==> src/rtl/wb_port_arbiter_pkg.sv <==
// Shared definitions for the register-file write-port arbiter.
// These cover the FSM state encoding, the datapath widths and the write-request bundle.
package wb_port_arbiter_pkg;

  localparam int unsigned REG_AW = 5;
  localparam int unsigned DATA_W = 32;
  localparam int unsigned CNT_W  = 4;

  localparam logic [REG_AW-1:0] X0 = '0;

  typedef enum logic [1:0] {
    ST_IDLE  = 2'd0,
    ST_HOLD  = 2'd1,
    ST_FORCE = 2'd2
  } arb_state_t;

  // One candidate write toward the register-file port.
  typedef struct packed {
    logic              wren;
    logic [REG_AW-1:0] addr;
    logic [DATA_W-1:0] data;
  } wr_req_t;

  localparam wr_req_t WR_NONE = '{wren: 1'b0, addr: '0, data: '0};

endpackage : wb_port_arbiter_pkg

==> src/rtl/wb_pend_buffer.sv <==
// One-entry parking slot for an MDU result that lost the write port.
// The match output lets the arbiter squash the entry when a younger main write
// targets the same register.
module wb_pend_buffer
  import wb_port_arbiter_pkg::*;
(
  input  logic              clk,
  input  logic              rst_n,
  input  logic              load,
  input  logic              clear,
  input  logic [REG_AW-1:0] load_addr,
  input  logic [DATA_W-1:0] load_data,
  input  logic [REG_AW-1:0] cmp_addr,
  output logic              valid,
  output logic [REG_AW-1:0] addr,
  output logic [DATA_W-1:0] data,
  output logic              match
);

  // Capture on load, empty on clear; load wins if both are raised.
  always_ff @(posedge clk or negedge rst_n) begin
    if (!rst_n) begin
      // NOTE: addr/data are reset along with valid so the exported pending
      // address is a clean 0 out of reset rather than X.
      valid <= 1'b0;
      addr  <= '0;
      data  <= '0;
    end else if (load) begin
      // NOTE: sequential state uses <= so every register samples pre-edge
      // values; a blocking = here would create ordering-dependent behaviour.
      valid <= 1'b1;
      addr  <= load_addr;
      data  <= load_data;
    end else if (clear) begin
      valid <= 1'b0;
      addr  <= '0;
      data  <= '0;
    end
  end

  // Same-register hit against the incoming main write.
  assign match = valid && (addr == cmp_addr);

endmodule : wb_pend_buffer

==> src/rtl/wb_port_arbiter.sv <==
// Register-file write-port arbiter between the main writeback path and the MDU.
// Main always wins. A colliding MDU result is parked and drained on the next
// free slot. If main keeps the port busy for STARVE_LIMIT cycles, the main
// pipeline is stalled for one cycle so the parked result can drain.
// STARVE_LIMIT must lie in 1..15.
module wb_port_arbiter
  import wb_port_arbiter_pkg::*;
#(
  parameter int unsigned STARVE_LIMIT = 4
) (
  input  logic              i_clk,
  input  logic              i_reset_n,
  input  logic              i_main_wren,
  input  logic [REG_AW-1:0] i_main_rd_addr,
  input  logic [DATA_W-1:0] i_main_rd_data,
  input  logic              i_mdu_valid,
  input  logic [REG_AW-1:0] i_mdu_rd_addr,
  input  logic [DATA_W-1:0] i_mdu_data,
  output logic              o_mdu_ready,
  output logic              o_stall_main,
  output logic              o_pend_valid,
  output logic [REG_AW-1:0] o_pend_addr,
  output logic              o_rd_wren,
  output logic [REG_AW-1:0] o_rd_addr,
  output logic [DATA_W-1:0] o_rd_data
);

  // The last HOLD count value that still lets main write. Reaching it with
  // another main write sends the FSM to FORCE.
  localparam logic [CNT_W-1:0] LIMIT_M1 = CNT_W'(STARVE_LIMIT - 1);
  localparam logic [CNT_W-1:0] CNT_MAX  = '1;

  arb_state_t        state_q, state_d;
  logic [CNT_W-1:0]  cnt_q, cnt_d;

  logic              main_wr;
  logic              mdu_acc;
  logic              mdu_live;
  logic              buf_load;
  logic              buf_clear;
  logic              buf_valid;
  logic [REG_AW-1:0] buf_addr;
  logic [DATA_W-1:0] buf_data;
  logic              buf_match;

  wr_req_t           main_req;
  wr_req_t           mdu_req;
  wr_req_t           buf_req;
  wr_req_t           port;

  // A write to x0 is architecturally a no-op, so it never claims the port.
  assign main_wr  = i_main_wren && (i_main_rd_addr != X0);
  assign mdu_acc  = i_mdu_valid && o_mdu_ready;
  // An accepted MDU result aimed at x0 is consumed but produces no write.
  assign mdu_live = mdu_acc && (i_mdu_rd_addr != X0);

  assign main_req = '{wren: 1'b1, addr: i_main_rd_addr, data: i_main_rd_data};
  assign mdu_req  = '{wren: 1'b1, addr: i_mdu_rd_addr,  data: i_mdu_data};
  assign buf_req  = '{wren: 1'b1, addr: buf_addr,       data: buf_data};

  wb_pend_buffer u_pend (
    .clk       (i_clk),
    .rst_n     (i_reset_n),
    .load      (buf_load),
    .clear     (buf_clear),
    .load_addr (i_mdu_rd_addr),
    .load_data (i_mdu_data),
    .cmp_addr  (i_main_rd_addr),
    .valid     (buf_valid),
    .addr      (buf_addr),
    .data      (buf_data),
    .match     (buf_match)
  );

  // State and starvation counter registers.
  always_ff @(posedge i_clk or negedge i_reset_n) begin
    if (!i_reset_n) begin
      state_q <= ST_IDLE;
      cnt_q   <= '0;
    end else begin
      state_q <= state_d;
      cnt_q   <= cnt_d;
    end
  end

  // Next-state, counter and buffer control.
  always_comb begin
    // NOTE: every signal assigned in this block gets a default first, so no
    // path through the case statement can leave one unassigned and infer a latch.
    state_d   = state_q;
    cnt_d     = cnt_q;
    buf_load  = 1'b0;
    buf_clear = 1'b0;

    unique case (state_q)
      ST_IDLE: begin
        cnt_d = '0;
        // Park only a live result that collides with a different main rd.
        // A result to the same rd is dropped because the younger main write wins.
        if (main_wr && mdu_live && (i_mdu_rd_addr != i_main_rd_addr)) begin
          buf_load = 1'b1;
          state_d  = ST_HOLD;
        end
      end

      ST_HOLD: begin
        if (!main_wr || buf_match) begin
          // Drain into the free slot, or squash because main overwrites the same rd.
          buf_clear = 1'b1;
          cnt_d     = '0;
          state_d   = ST_IDLE;
        end else if (cnt_q == LIMIT_M1) begin
          cnt_d   = '0;
          state_d = ST_FORCE;
        end else if (cnt_q != CNT_MAX) begin
          cnt_d = cnt_q + 1'b1;
        end
      end

      ST_FORCE: begin
        buf_clear = 1'b1;
        cnt_d     = '0;
        state_d   = ST_IDLE;
      end

      default: begin
        buf_clear = 1'b1;
        cnt_d     = '0;
        state_d   = ST_IDLE;
      end
    endcase
  end

  // Port mux and handshake / hazard outputs.
  always_comb begin
    port         = WR_NONE;
    o_mdu_ready  = 1'b0;
    o_stall_main = 1'b0;
    o_pend_valid = 1'b0;
    o_pend_addr  = '0;

    unique case (state_q)
      ST_IDLE: begin
        o_mdu_ready = 1'b1;
        if (main_wr) begin
          port = main_req;
        end else if (mdu_live) begin
          port = mdu_req;
        end
      end

      ST_HOLD: begin
        o_pend_valid = buf_valid;
        o_pend_addr  = buf_valid ? buf_addr : X0;
        port         = main_wr ? main_req : buf_req;
      end

      ST_FORCE: begin
        // Main is frozen this cycle, so the parked result owns the port.
        o_stall_main = 1'b1;
        o_pend_valid = buf_valid;
        o_pend_addr  = buf_valid ? buf_addr : X0;
        port         = buf_req;
      end

      default: begin
        port = WR_NONE;
      end
    endcase
  end

  assign o_rd_wren = port.wren;
  assign o_rd_addr = port.wren ? port.addr : X0;
  assign o_rd_data = port.wren ? port.data : '0;

endmodule : wb_port_arbiter
==> config.mk <==
export PLATFORM = sky130hd
export DESIGN_NAME = wb_port_arbiter
export DESIGN_NICKNAME = d
export VERILOG_FILES = /design/src/rtl/wb_port_arbiter_pkg.sv /design/src/rtl/wb_pend_buffer.sv /design/src/rtl/wb_port_arbiter.sv
export SDC_FILE = /design/constraint.sdc
export NUM_CORES = 1
export LEC_CHECK = 0
export ABC_AREA = 1
export ABC_CLOCK_PERIOD_IN_PS = 2950
export CORE_ASPECT_RATIO = 1.2
export CORE_MARGIN = 2
export CORE_UTILIZATION = 50
export CTS_CLUSTER_DIAMETER = 60
export DETAILED_ROUTE_END_ITERATION = 7
export DONT_BUFFER_PORTS = 1
export PLACE_DENSITY = 0.74
export SYNTH_ARGS = -nofsm -noshare
export SYNTH_HDL_FRONTEND = slang
export SYNTH_SLANG_ARGS = --single-unit
==> constraint.sdc <==
create_clock -name i_clk -period 2.95 [get_ports i_clk]
set_clock_uncertainty 0.2 [all_clocks]
set_input_delay 0.59 -clock i_clk [delete_from_list [all_inputs] [get_ports i_clk]]
set_output_delay 0.59 -clock i_clk [all_outputs]
set_load 0.02 [all_outputs]
==> qor_table.md <==
| Metric | Value |
|---|---|
| Antenna violations before repair | 0 |
| Worst relative slew slack | 44.9% |
| Switching Power | 1.41 mW |
| Total buffers and inverters traversed by the critical path | 4 |
| Site Rows | 33 |
| Library cell appearing most often on the critical path | sky130_fd_sc_hd__inv_2 |
| Most frequent standard cell in the layout excluding fill and tap cells | sky130_fd_sc_hd__nand3_1 |
| Total routed wirelength | 9.77 mm |
| # diodes | 0 |
| Worst vdd rail ir drop | 0.392 mV |
| Final net count | 609 |
| Clock root buffer master | sky130_fd_sc_hd__clkbuf_8 |
| Endpoint class of the critical path | output port |
| Startpoint-to-endpoint class of the critical path | flip-flop to output port |
| CTS tree | yes |
| Setup total negative slack | 0 ns |
| Full die area | 7680 µm² |
| Top Family by Delay on Critical Path | buffers and inverters |
| Post-CTS setup-driven buffer insertion count | 0 |
| Category of the worst setup path launch point | flip-flop |
| Share of the cycle needed by the critical path after routing | 94.8% |
| Synth Warn # | 0 |
| Die width | 80.3 µm |
| Top library cells by usage in the layout, fill and taps aside | sky130_fd_sc_hd__nand3_1, sky130_fd_sc_hd__nand2_1, sky130_fd_sc_hd__buf_4 |
| Switching share of total power | 46.1% |
| Clock group share of total power | 16.1% |
| DRC Markers | 0 |
| Final HPWL DP | 6.85 mm |
| Register area share after synthesis | 31.5% |
| Final Util | 58.3% |
| Number of placed instances with taps included | 603 |
| Share of cells above drive strength 1 | 17.7% |
| Maximum number of pins on one net before global-route repair | 45 |
| Internal power contribution | 1.64 mW |
| Clock latency at the later pin of the worst-skew pair | 0.30 ns |
| Number of sinks on the clock net | 44 |
| Worst path required time | 2.16 ns |
| Worst Path Arrival | 2.01 ns |
| Bufs on Longest Clock Path | 2 |
| Number of DRC violations after detailed-routing iteration 0 | 220 |
| Shortest clock period the worst path allows after layout | 2.80 ns |
| R2R setup slack | 0.35 ns |
| Synth-to-Final Area Change | 13.6% |
| I/O Buffers | 0 |
| Leakage power summed over all cells | 1.86 nW |
| Worst-margin pin slew | 0.824 ns |
| Final hold viol count | 0 |
| Global-route wire length before repair | 15.1 mm |
| Average via count per standard cell | 5.80 |
| Count of different cell masters after synthesis | 29 |
| Post-Syn Nets | 587 |
| Clock buffer count from CTS | 5 |
| Number of global-route vias before repair | 3205 |
| Layout Cells excl Fill | 613 |
| Total gr overflow | 0 |
| Sequential power share | 27.1% |
| H-tree levels | 2 |
| Y dimension of the die | 95.6 µm |
| Max stage delay on crit path | 0.43 ns |
| Worst min-delay path class | primary input to flip-flop |
| Number of synthesized register bits | 44 |
| Total power divided by cell area | 768 nW/µm² |
| Setup violation total in the final timing report | 0 |
| DR WL/cell | 15.9 µm |
| Starting Density | 51.3% |
| Max-cap viol count | 0 |
| Routability congestion estimate | 0.907 |
| Drt pass-1 iters | 4 |
| Final antenna-violating net count | 0 |
| Number of vias in the routed layout | 3556 |
| Fmax achieved | 0.358 GHz |
| Cell at the slowest stage of the critical path | sky130_fd_sc_hd__dfrtp_1 |
| Max-slew violation count | 0 |
| Power share of the combinational group | 56.7% |
| Top-level I/O count | 124 |
| Std-Cell Core Area | 6810 µm² |
| Filler cell count in the final layout | 628 |
| Multi-input logic area | 2080 µm² |
| Syn_area_per_cell | 6.95 µm² |
| Synthesized instance count | 503 |
| Fin Hold WS | 0.228 ns |
| Outcome | completed |
| Seq. cell area | 1100 µm² |
| Area of the mapped netlist | 3500 µm² |
| List of cells traversed by the critical path | inv_2 > ha_4 > nand2_1 > inv_2 > buf_8 > nand3_1 > o21a_1 > a21oi_1 > buf_4 |
| Global routing usage summed across all routing layers | 25.2% |
| Clk pin slew, worst setup/hold paths | 0.09 ns |
| CP max FO | 21 |
-- power groups by stage --
stage	combinational, mW	sequential (mW)	clock [mW]
floorplan	1.28	0.813	0
global placement	1.64	0.832	0
detailed placement	1.67	0.838	0
CTS	1.70	0.825	0.505
global route	1.89	0.842	0.533
finish	1.73	0.827	0.492
-- cell families after synthesis --
family          count (synthesis)  synth area share [%]
compound gates                 82                  14.1
xor+xnor                        1                 0.251
fa+ha+maj                       6                  2.15
buf+inv                        67                  9.91
flops                          44                  31.5
simple gates                  303                  42.1
-- timing repair --
item,in CTS,in global routing
hold buffers,2,0
setup endpoints to repair,18,41
endpoints found under the hold margin,44,0
resized for setup,1,10
-- path summary, 6_finish.rpt --
check                                           startpoint                           to  cells after the start
max in group asynchronous                        i_reset_n         cnt_q[2]$_DFFE_PN0P_                      2
worst min register to register  u_pend.data[8]$_DFFE_PN0P_   u_pend.data[8]$_DFFE_PN0P_                      2
worst max-delay path                state_q[0]$_DFFE_PN0P_                 o_rd_data[8]                      9
worst min-delay path                        i_mdu_data[12]  u_pend.data[12]$_DFFE_PN0P_                      2
min in group asynchronous                        i_reset_n       state_q[0]$_DFFE_PN0P_                      2
worst max register to register      state_q[0]$_DFFE_PN0P_       state_q[1]$_DFFE_PN0P_                     12
-- stage by stage --
step,instance area (µm²),setup WS (ns),power [mW]
finish,3970,0.153,3.05
global route,3970,-0.0229,3.27
CTS,3930,0.0190,3.03
detailed placement,3770,0.218,2.51
global placement,3770,0.322,2.47
floorplan,3500,0.182,2.09
-- per-layer routing --
metal,track usage [%],up-vias,part of all wire (%)
met5,0,-,0
met4,9.18,0,1.3
met3,5.21,13,7.0
met2,43.8,132,51
met1,30.6,1680,41
li1,-,1731,-
-- Yosys cell counts --
cell | count | share of area, %
sky130_fd_sc_hd__nand3_1 | 137 | 20
sky130_fd_sc_hd__nand2_1 | 117 | 13
sky130_fd_sc_hd__dfrtp_1 | 44 | 31
sky130_fd_sc_hd__a21oi_1 | 42 | 6.0
sky130_fd_sc_hd__o21a_1 | 32 | 6.9
sky130_fd_sc_hd__inv_1 | 24 | 2.6
sky130_fd_sc_hd__nor2_1 | 24 | 2.6
sky130_fd_sc_hd__buf_2 | 13 | 1.9
sky130_fd_sc_hd__buf_4 | 13 | 2.8
sky130_fd_sc_hd__nand3_2 | 10 | 2.9
sky130_fd_sc_hd__clkbuf_1 | 6 | 0.64
sky130_fd_sc_hd__ha_1 | 6 | 2.1
sky130_fd_sc_hd__buf_6 | 4 | 1.3
sky130_fd_sc_hd__inv_2 | 4 | 0.43
sky130_fd_sc_hd__o21ai_0 | 4 | 0.57
sky130_fd_sc_hd__buf_1 | 3 | 0.32
sky130_fd_sc_hd__nand2_2 | 3 | 0.54
sky130_fd_sc_hd__nand2_4 | 3 | 0.97
sky130_fd_sc_hd__nor2_2 | 2 | 0.36
sky130_fd_sc_hd__nor3_1 | 2 | 0.29
sky130_fd_sc_hd__o21ai_1 | 2 | 0.29
sky130_fd_sc_hd__a31oi_1 | 1 | 0.18
sky130_fd_sc_hd__nand2_8 | 1 | 0.57
sky130_fd_sc_hd__nand3_4 | 1 | 0.50
sky130_fd_sc_hd__nand3b_2 | 1 | 0.32
sky130_fd_sc_hd__nor2_4 | 1 | 0.32
sky130_fd_sc_hd__nor2_8 | 1 | 0.57
sky130_fd_sc_hd__o21bai_1 | 1 | 0.21
sky130_fd_sc_hd__xnor2_1 | 1 | 0.25
-- area by class of cell --
cell class | count | share of cell area [%]
inverter | 28 | 2.65
clock buffer | 6 | 2.08
tap | 87 | 2.74
sequential | 44 | 27.7
timing repair buffer | 54 | 11.6
multi-input combinational | 392 | 52.3
clock inverter | 2 | 0.977
-- state kept, by name (all words and copies together) (netlist names) --
signal	flops
cnt_q	4
state_q	2
u_pend.addr	5
u_pend.data	32
u_pend.valid	1
Power figures use the tool's default switching activity.
